===== config.mk =====
export PLATFORM = sky130hd
export DESIGN_NAME = param_string_serializer
export DESIGN_NICKNAME = d
export VERILOG_FILES = /design/src/rtl/param_string_serializer.sv
export SDC_FILE = /design/constraint.sdc
export NUM_CORES = 1
export LEC_CHECK = 0
export BUFFER_PORTS_ARGS = -buffer_cell sky130_fd_sc_hd__buf_2
export CAP_MARGIN = 20
export CORE_ASPECT_RATIO = 0.7
export CORE_UTILIZATION = 62
export DETAILED_ROUTE_END_ITERATION = 10
export PLACE_DENSITY = 0.79
export SYNTH_ARGS = -nofsm -noshare
export SYNTH_HDL_FRONTEND = slang
export SYNTH_SLANG_ARGS = --single-unit

===== constraint.sdc =====
create_clock -name clk -period 4.41 [get_ports clk]
set_clock_uncertainty 0.2 [all_clocks]
set_input_delay 0.2205 -clock clk [delete_from_list [all_inputs] [get_ports clk]]
set_output_delay 0.2205 -clock clk [all_outputs]
set_load 0.005 [all_outputs]

===== src/rtl/param_string_serializer.sv =====
// Serial stimulus source: shifts a string parameter out MSB-first, REPEAT times
// with GAP idle cycles between repetitions, then pulses done.
module param_string_serializer #(
  parameter             MSG     = "A string.",
  parameter int         MSG_LEN = 9,
  parameter logic [7:0] REPEAT  = 3,
  parameter int         GAP     = 2
) (
  input  logic clk,
  input  logic rst,
  input  logic start,
  output logic O,
  output logic valid,
  output logic busy,
  output logic done
);
  localparam int          MW       = 8 * MSG_LEN;
  localparam int          IW       = $clog2(MW);
  localparam logic [15:0] NBITS    = 16'(MW);
  localparam logic [15:0] BIT_LAST = NBITS - 16'd1;
  localparam logic [15:0] GAP_LAST = 16'(GAP - 1);
  localparam logic [7:0]  REP_LAST = REPEAT - 8'd1;
  localparam logic [MW-1:0] MSG_BITS = MW'(MSG);

  typedef enum logic [1:0] {S_IDLE, S_SEND, S_GAP, S_DONE} state_t;

  state_t      r_state, w_state_nx;
  logic [15:0] r_bitcnt, w_bitcnt_nx;
  logic [15:0] r_gapcnt, w_gapcnt_nx;
  logic [7:0]  r_repcnt, w_repcnt_nx;
  logic [IW-1:0] w_idx;
  logic        w_o_nx, w_valid_nx, w_busy_nx, w_done_nx;

  always_ff @(posedge clk) begin
    if (rst) begin
      r_state  <= S_IDLE;
      r_bitcnt <= '0;
      r_gapcnt <= '0;
      r_repcnt <= '0;
      O        <= 1'b0;
      valid    <= 1'b0;
      busy     <= 1'b0;
      done     <= 1'b0;
    end else begin
      r_state  <= w_state_nx;
      r_bitcnt <= w_bitcnt_nx;
      r_gapcnt <= w_gapcnt_nx;
      r_repcnt <= w_repcnt_nx;
      O        <= w_o_nx;
      valid    <= w_valid_nx;
      busy     <= w_busy_nx;
      done     <= w_done_nx;
    end
  end

  always_comb begin
    w_state_nx  = r_state;
    w_bitcnt_nx = r_bitcnt;
    w_gapcnt_nx = r_gapcnt;
    w_repcnt_nx = r_repcnt;
    case (r_state)
      S_IDLE: begin
        if (start) begin
          w_bitcnt_nx = '0;
          w_gapcnt_nx = '0;
          w_repcnt_nx = '0;
          w_state_nx  = (REPEAT != 8'd0) ? S_SEND : S_DONE;
        end
      end
      S_SEND: begin
        if (r_bitcnt == BIT_LAST) begin
          if (r_repcnt == REP_LAST) begin
            w_state_nx = S_DONE;
          end else if (GAP == 0) begin
            // back-to-back repetitions: no detour through GAP
            w_bitcnt_nx = '0;
            w_repcnt_nx = r_repcnt + 8'd1;
          end else begin
            w_state_nx  = S_GAP;
            w_gapcnt_nx = '0;
          end
        end else begin
          w_bitcnt_nx = r_bitcnt + 16'd1;
        end
      end
      S_GAP: begin
        if (r_gapcnt == GAP_LAST) begin
          w_state_nx  = S_SEND;
          w_bitcnt_nx = '0;
          w_repcnt_nx = r_repcnt + 8'd1;
        end else begin
          w_gapcnt_nx = r_gapcnt + 16'd1;
        end
      end
      S_DONE:  w_state_nx = S_IDLE;
      default: w_state_nx = S_IDLE;
    endcase
  end

  // outputs are registered copies of what the next state will present
  always_comb begin
    w_idx      = IW'(BIT_LAST - w_bitcnt_nx);
    w_valid_nx = (w_state_nx == S_SEND);
    w_o_nx     = w_valid_nx & MSG_BITS[w_idx];
    w_busy_nx  = (w_state_nx != S_IDLE);
    w_done_nx  = (w_state_nx == S_DONE);
  end

endmodule


Word level (Yosys, flattened, before mapping)
Memories as Yosys holds them, arrays and structs flattened.
Cells that the tools add are included.
- bitwise operators: 1
- equal/unequal tests: 13
- mux-type cells: 18
- magnitude comparators: 1
- reductions and logical operators: 6
- $add $sub $neg: 4
- operator list (kind ; number):
    two-way mux 16 bit ; 7
    one-hot mux 16 bit (3 select lines) ; 2
    adder 16 x 1 -> 16 bit (second input constant) ; 2
    == test 16 x 1 -> 1 bit (second input constant) ; 1
    == test 16 x 7 -> 1 bit (second input constant) ; 1
    two-way mux 8 bit ; 2
    one-hot mux 8 bit (2 select lines) ; 1
    != test 2 bit (second input constant) ; 5
    adder 8 x 1 -> 8 bit (second input constant) ; 1
    == test 8 x 2 -> 1 bit (second input constant) ; 1
    less-than comparator 7 x 8 -> 1 bit (second input constant) ; 1
    one-hot mux 2 bit (4 select lines) ; 1
    subtractor 7 bit (first input constant) ; 1
    == test 2 bit (second input constant) ; 3
    two-way mux 2 bit ; 3
    AND reduction 5 bit ; 1
    == test 2 x 1 -> 1 bit (second input constant) ; 2
    nonzero test 2 bit ; 2
    AND reduction 3 bit ; 1
    nonzero test 3 bit ; 1
    zero test 2 bit ; 1
    two-way mux 1 bit ; 2
    AND 1 bit ; 1
- bits of input ports: 3
- logic and storage cells: 52
- memories kept: 1
- ROM bits: 128
- output and inout bits: 4
- register bits: 46
- memory list (memory ; depth ; width ; rd ports ; clocked after memory_dff ; write ports ; RTL line ; RTL):
    (no name shown) ; 128 ; 1 ; 1 ; 0 ; 0 ; 104 ; w_o_nx = w_valid_nx & MSG_BITS[w_idx];

Logic depth before layout (Yosys ltp)
Gate-level depths: netlist of run 1.
- depth after elaboration: 7
- depth in mapped cells: 14
- depth with buffers taken out: 14

Worst setup path before layout of run 1
Ideal clock, no wire load.
- path type: flip-flop to flip-flop
- start: register r_gapcnt[0]
- end: register O
- clock period less this slack: 3.526 ns
- setup time: 0.116 ns
- required time: 4.094 ns
- buffers on the path: 0
- cell stages (with the launch flop): 12
- arrival: 3.210 ns
- setup slack: 0.884 ns
- path through: dfxtp_1 > ha_1 > or4b_4 > o41ai_4 > o211ai_1 > mux2i_1 > inv_1 > ha_1 > a211oi_1 > a2111oi_0 > a211oi_1 > o211a_1
- word-level cells in the longest chain between the ends: 7
- elaborated cells between the ends (all ways): 10
- those cells by class: add/sub: 1; eq/ne: 2; mux: 5; bitwise: 1; memory: 1
- RTL lines (element ; RTL line ; RTL):
    start: declaration ; 29 ; logic [15:0] r_gapcnt, w_gapcnt_nx;
    start signal: assignment ; 47 ; r_gapcnt <= w_gapcnt_nx;
    == test 16 x 1 -> 1 bit * ; 87 ; if (r_gapcnt == GAP_LAST) begin
    two-way mux 16 bit ; 87 ;
    one-hot mux 16 bit (3 select lines) ; 61 ; case (r_state)
    subtractor 7 bit ; 102 ; w_idx = IW'(BIT_LAST - w_bitcnt_nx);
    memory (128 x 1 bit) ; n/a ;
    two-way mux 1 bit (implied by the code) ; 104 ;
    AND 1 bit * ; 104 ;
    end signal: assignment ; 49 ; O <= w_o_nx;
    end: declaration ; 12 ; output logic O,
Mark *: on every way between the ends. The rest lies on a longest branch, timed or not. The select of a mux whose other input is x is not followed.
A chain may end at the register's enable or synchronous reset.

Worst setup path after layout of run 1
- start: register r_gapcnt[0]
- end: register O
- word-level cells in the longest chain between the ends: 7
- elaborated cells between the ends (all ways): 10
- those cells by class: add/sub: 1; eq/ne: 2; mux: 5; bitwise: 1; memory: 1
- RTL lines (element ; RTL line ; RTL):
    == test 16 x 1 -> 1 bit ; 87 ;
    two-way mux 16 bit ; 87 ;
    one-hot mux 16 bit (3 select lines) ; 61 ;
    named net w_bitcnt_nx[1] ; 28 ; logic [15:0] r_bitcnt, w_bitcnt_nx;
    subtractor 7 bit ; 102 ;
    memory (128 x 1 bit) ; n/a ;
    two-way mux 1 bit (implied by the code) ; 104 ;
    AND 1 bit ; 104 ;
The timed path passes the listed nets, and every way through them passes these cells. The select of a mux whose other input is x is not followed.

==> out/metrics.cfg, run 1 <==
[outcome]
outcome = finished, final reports clean

[critical_path]
critPathKind = reg2reg
cp_max_fo = 8
startpoint_type = flop
crit_path_end_kind = flop
arrival_ps = 4030
cp_data_required_time_ps = 4410

[die]
coreArea_sq_um = 3690
dieHeight_um = 55.2
start_util_pct = 67.9
die_area_sq_um = 4310
num_rows = 18
die_x_um = 78.0
ioPinCount = 7

[cts]
path_clk_slew_ps = 80
cts_buffer_depth = 2
clock-root-buffer = clkbuf_8
cts.sinks = 46
post_cts_buffers = 0
htreeDepth = 2
cts_tree = done
clk_latency_ps = 300
numCtsBuffers = 5
postCtsHoldBufs = 0

[pwr]
ir_worst_vdd_uv = 275
p_leak_nw = 1.01
power.density_nw_per_um2 = 280

[logic_synthesis]
yosys_most_used_dff = dfxtp_1
synth.avg_cell_area_sq_um = 8.25
synth_edf_count = 0
syn_inst = 304
yosysWarnings = 0
ys_async_sr_fraction_pct = 0
synth_seq_area_share_pct = 36.7
synth_seq_cells = 46
syn_nets = 318
yosysUniqueCellTypes = 47
synth_area_sq_um = 2510

[finish]
syn_to_final_growth_pct = 6.73
finalInstanceArea_sq_um = 2680
antennaDiodeCount = 0
mostFrequentLayoutCell = nor2_1
most-common-layout-cells = 48 x nor2_1, 46 x dfxtp_1, 20 x nand2_1
final_util_pct = 72.5
nets = 325
fin_cells = 362
drive_gt1_share_pct = 6.73

[timing]
rsz0062_at_grt = false
drv_slew = 0
fin_crit_sh_pct = 91.3
hold_ws_ps = 99.2
fin_tns_setup_ps = 0
max_freq_mhz = 248
tightest_slew_ps = 806
finalCriticalPeriod_ps = 4030
finalHoldViolations = 0
slew_headroom_pct = 45.6
setup_viol = 0

[placement]
dp.cells = 354
place_congestion = 0.889
postPlaceCellArea_sq_um = 2580
io_buffers = 6
dp_hpwl_um = 4070

[detailed_routing]
ant_nets = 0
routed_via_density = 6.07
routed_wirelength_um = 5430
drc = 0
route.detailed.wl_per_inst_um = 15.0
routed.top_layer = met4
vias = 2199
m1WireLength_um = 2860
wl_met2_um = 2150
wl_met3_um = 348
drtIter0Drc = 147
drt_first_pass_iters = 4

[min_path]
min_path_type = in2reg

[global_routing]
grt-ovfl-total = 0
antenna_found_initial = 0
grt_pass1_vias = 1961
grt_max_degree = 18
grt_util_all_layers_pct = 27.5
grt_pass1_wl_um = 9250

[job]
cap_viol_max_count = 0

## final timing paths
path	from	end	slack [ps]	cells after the start
worst max-delay path	r_gapcnt[0]	O	380	12
worst min-delay path	rst	r_bitcnt[4]	100	2
worst max register to register	r_gapcnt[0]	O	380	12
worst min register to register	r_gapcnt[14]	r_gapcnt[14]	310	2
## stage by stage
stage	worst slack (ps)	total power, mW
2_1_floorplan	884	0.475
3_3_place_gp	569	0.490
3_5_place_dp	380	0.491
4_1_cts	372	0.754
5_1_grt	140	0.781
6_report	385	0.750
## area by class of cell
class,count,area (sq um)
multi-input combinational,238,1520
fill,300,1020
sequential,46,921
clock buffer,7,86.3
tap,50,62.6
inverter,13,48.8
timing repair buffer,7,37.5
clock inverter,1,5.00
## cell usage after synthesis, drive strengths merged, types with 2 or more instances
cell type | count | share of area, %
nand2 | 20 | 3.0
a21oi | 13 | 2.6
a21o | 3 | 0.90
o31ai | 4 | 1.2
a22o | 2 | 0.70
nand3 | 18 | 3.6
nor3b | 2 | 0.60
nor2 | 48 | 7.2
or3 | 6 | 1.5
or4 | 6 | 1.9
dfxtp | 46 | 37
nand4 | 8 | 2.0
xor2 | 17 | 5.9
and4 | 3 | 1.0
nor3 | 10 | 2.0
inv | 13 | 1.9
a31oi | 6 | 1.5
xnor2 | 8 | 2.8
a41oi | 3 | 1.0
ha | 11 | 5.5
o211ai | 2 | 0.80
nor4 | 3 | 0.75
clkbuf | 6 | 0.90
and2 | 4 | 1.0
o221ai | 2 | 0.70
o21ai | 12 | 2.4
and3 | 7 | 1.7
nor2b | 2 | 0.50
a211oi | 3 | 0.90
## what timing repair did
item | in CTS | in global routing
resized for setup | 0 | 1
endpoints found under the hold margin | 0 | 0
setup endpoints to repair | 0 | 1
## where the power goes
group	leakage [nW]	switching, mW	internal (mW)	total, mW
combinational	0.592	0.0420	0.0199	0.0619
clock	0.0482	0.139	0.127	0.266
sequential	0.371	0.00338	0.419	0.422
total	1.01	0.185	0.565	0.750
## kinds of logic after synthesis
group           share of synthesized area (%)
flops                                    36.7
buf+inv                                  2.99
fa+ha+maj                                5.49
simple gates                             29.6
mux                                     0.399
compound gates                           16.1
xor+xnor                                 8.73
## sequential cells by signal (all words and copies together), names as in the netlist
register and cells:
O 1, r_repcnt 8, r_bitcnt 16, done 1
busy 1, valid 1, r_state 2, r_gapcnt 16
## layer usage
layer,up-vias,global-route usage (%)
met5,-,0
met4,0,8.73
met3,7,5.45
met2,65,38.4
met1,1011,41.9
li1,1116,-
## worst max-delay path, stage by stage, from the launching register on
cell      delay (ps)
dfxtp_1          420
ha_1             160
or4b_4           490
o41ai_4          530
o211ai_1         380
a22o_1           370
ha_1             270
or3_1            350
a21oi_1          170
nor4bb_1          70
a41oi_1          180
a211oi_1         110
o211a_1          220
Note: power is estimated with default switching activity, not from simulation.
==> inputs of run 2 (changes only) <==
--- a/config.mk
+++ b/config.mk
@@ -7,7 +7,7 @@
 export LEC_CHECK = 0
 export BUFFER_PORTS_ARGS = -buffer_cell sky130_fd_sc_hd__buf_2
 export CAP_MARGIN = 20
-export CORE_ASPECT_RATIO = 0.7
+export CORE_ASPECT_RATIO = 1.5
 export CORE_UTILIZATION = 62
 export DETAILED_ROUTE_END_ITERATION = 10
 export PLACE_DENSITY = 0.79
==> run 2 against run 1 <==
Design area down 0.14%. Register-to-register slack better by 80 ps. Worst hold slack worse by 4.8 ps. Wire length down 3.7%. First-iteration DRC count down 66%. Sequential share of layout area about the same. Flip-flop and latch count unchanged. Via count up 0.68%. Maximum frequency up 2.0%. Cell count down 1.1%. Sequential power about the same. Non-clock buffer count up 1. Largest cell class unchanged.
==> out/metrics.cfg, run 2 (synthesized netlist as in run 1, its figures left out) <==
[global_routing]
grt_util_all_layers_pct = 26.7  ; -0.80 points
antenna_found_initial = 0  ; unchanged
grt_max_degree = 18  ; unchanged
grt_pass1_vias = 2088  ; +6.5%
grt-ovfl-total = 0  ; unchanged
grt_pass1_wl_um = 8610  ; -6.9%

[critical_path]
crit_path_end_kind = flop
startpoint_type = flop
arrival_ps = 3990  ; -40 ps
crit_path_frequent_cell = ha_1
cp_data_required_time_ps = 4450  ; +40 ps
cp_max_fo = 8  ; unchanged
critPathMaxStageDelay_ps = 490  ; -40 ps
crit_path_top_delay_cell = or4b_4
critPathBufInv = 1  ; +1
path_delay_family = compound AO/OA/AOI/OAI gates
path_cells = ha_1, or4b_4, o41ai_4, o211ai_1, mux2i_1, ha_1, inv_1, a31oi_1, nor4bb_1, a41oi_1, a211oi_1, o211a_1
critPathKind = reg2reg

[pwr]
ir_worst_vdd_uv = 312  ; +13%
power.total_uw = 742  ; -1.1%
power.density_nw_per_um2 = 277  ; -0.94%
p_leak_nw = 1.01  ; about the same

[cts]
cts_tree = done
postCtsHoldBufs = 0  ; unchanged
htreeDepth = 2  ; unchanged
post_cts_buffers = 0  ; unchanged
clock-root-buffer = clkbuf_8
cts_buffer_depth = 2  ; unchanged
numCtsBuffers = 5  ; unchanged
path_clk_slew_ps = 90  ; about the same
clk_latency_ps = 300  ; about the same
cts_resized = 0  ; unchanged
cts.sinks = 46  ; unchanged

[finish]
top_regs = r_bitcnt x16, r_gapcnt x16, r_repcnt x8
n_fill_cell = 348  ; +16%
syn_to_final_growth_pct = 6.58
drive_gt1_share_pct = 7.03  ; +0.30 points
antennaDiodeCount = 0  ; unchanged
most-common-layout-cells = 48 x nor2_1, 46 x dfxtp_1, 20 x nand2_1
nets = 326  ; +0.31%
mostFrequentLayoutCell = nor2_1

[detailed_routing]
routed_via_density = 6.18  ; +1.8%
drt_first_pass_iters = 4  ; unchanged
route.detailed.wl_per_inst_um = 14.6  ; -2.6%
vias = 2214  ; +0.68%
routed_wirelength_um = 5230  ; -3.7%
drtIter0Drc = 50  ; -66%
ant_nets = 0  ; unchanged
drc = 0  ; unchanged

[timing]
fin_ws_ps = 463  ; +78.4 ps
hold_ws_ps = 94.3  ; -4.82 ps
tightest_slew_ps = 560  ; -246 ps
max_freq_mhz = 253  ; +2.0%
finalCriticalPeriod_ps = 3950  ; -78.4 ps
setup_viol = 0  ; unchanged
finalHoldViolations = 0  ; unchanged
fin_crit_sh_pct = 89.5  ; -1.8 points
slew_headroom_pct = 62.3  ; +17 points
drv_slew = 0  ; unchanged
fin_tns_setup_ps = 0  ; unchanged
rsz0062_at_grt = false

[placement]
dp_hpwl_um = 3960  ; -2.7%
io_buffers = 6  ; unchanged
place_congestion = 0.869  ; -2.3%
pre_cts_ws_ps = 484  ; +104 ps

[min_path]
min_path_type = in2reg

[outcome]
outcome = finished, final reports clean

[die]
dieHeight_um = 79.9  ; +45%
num_rows = 28  ; +10
ioPinCount = 7  ; unchanged
start_util_pct = 63.9  ; -4.0 points
die_area_sq_um = 4310  ; about the same
die_x_um = 53.9  ; -31%
coreArea_sq_um = 3920  ; +6.2%

[job]
cap_viol_max_count = 0  ; unchanged

## run 2: per-layer routing
layer | part of all wire (%) | track usage [%] | vias to the layer above | routed length [um]
met5 | 0 | 0 | - | 0
met4 | 3.3 | 13.7 | 0 | 172
met3 | 2.8 | 4.76 | 17 | 148
met2 | 53 | 47.7 | 47 | 2750
met1 | 41 | 28.1 | 1031 | 2160
li1 | - | - | 1119 | -
## run 2: worst paths after layout
path	startpoint	to	slack (ps)	depth (start not counted)
max	r_gapcnt[0]	O	460	12
min	rst	r_repcnt[0]	90	2
max reg2reg	r_gapcnt[0]	O	460	12
min reg2reg	r_gapcnt[14]	r_gapcnt[14]	310	2
## run 2: final cells by class
cell class / count / area, sq um / share of cell area (%)
repair buffers: 8 / 45.0 / 1.68
multi-input cells: 238 / 1510 / 56.6
well taps: 45 / 56.3 / 2.11
clock buffers: 5 / 68.8 / 2.57
flip-flops and latches: 46 / 921 / 34.4
inverters: 13 / 48.8 / 1.82
clock inverters: 3 / 21.3 / 0.796
## run 2: where the power goes
group / leakage [nW] / total, mW / switching [mW] / internal (mW)
sequential: 0.371 / 0.422 / 0.00302 / 0.419
clock: 0.0441 / 0.259 / 0.148 / 0.112
combinational: 0.596 / 0.0606 / 0.0404 / 0.0202
## run 2: through the flow
step                area [sq um]  utilization [%]  instances
floorplan                   2510                -        304
global placement            2580             65.8        350
detailed placement          2580             65.8        350
CTS                         2670             68.1        358
global route                2670             68.1        358
finish                      2670             68.1        358
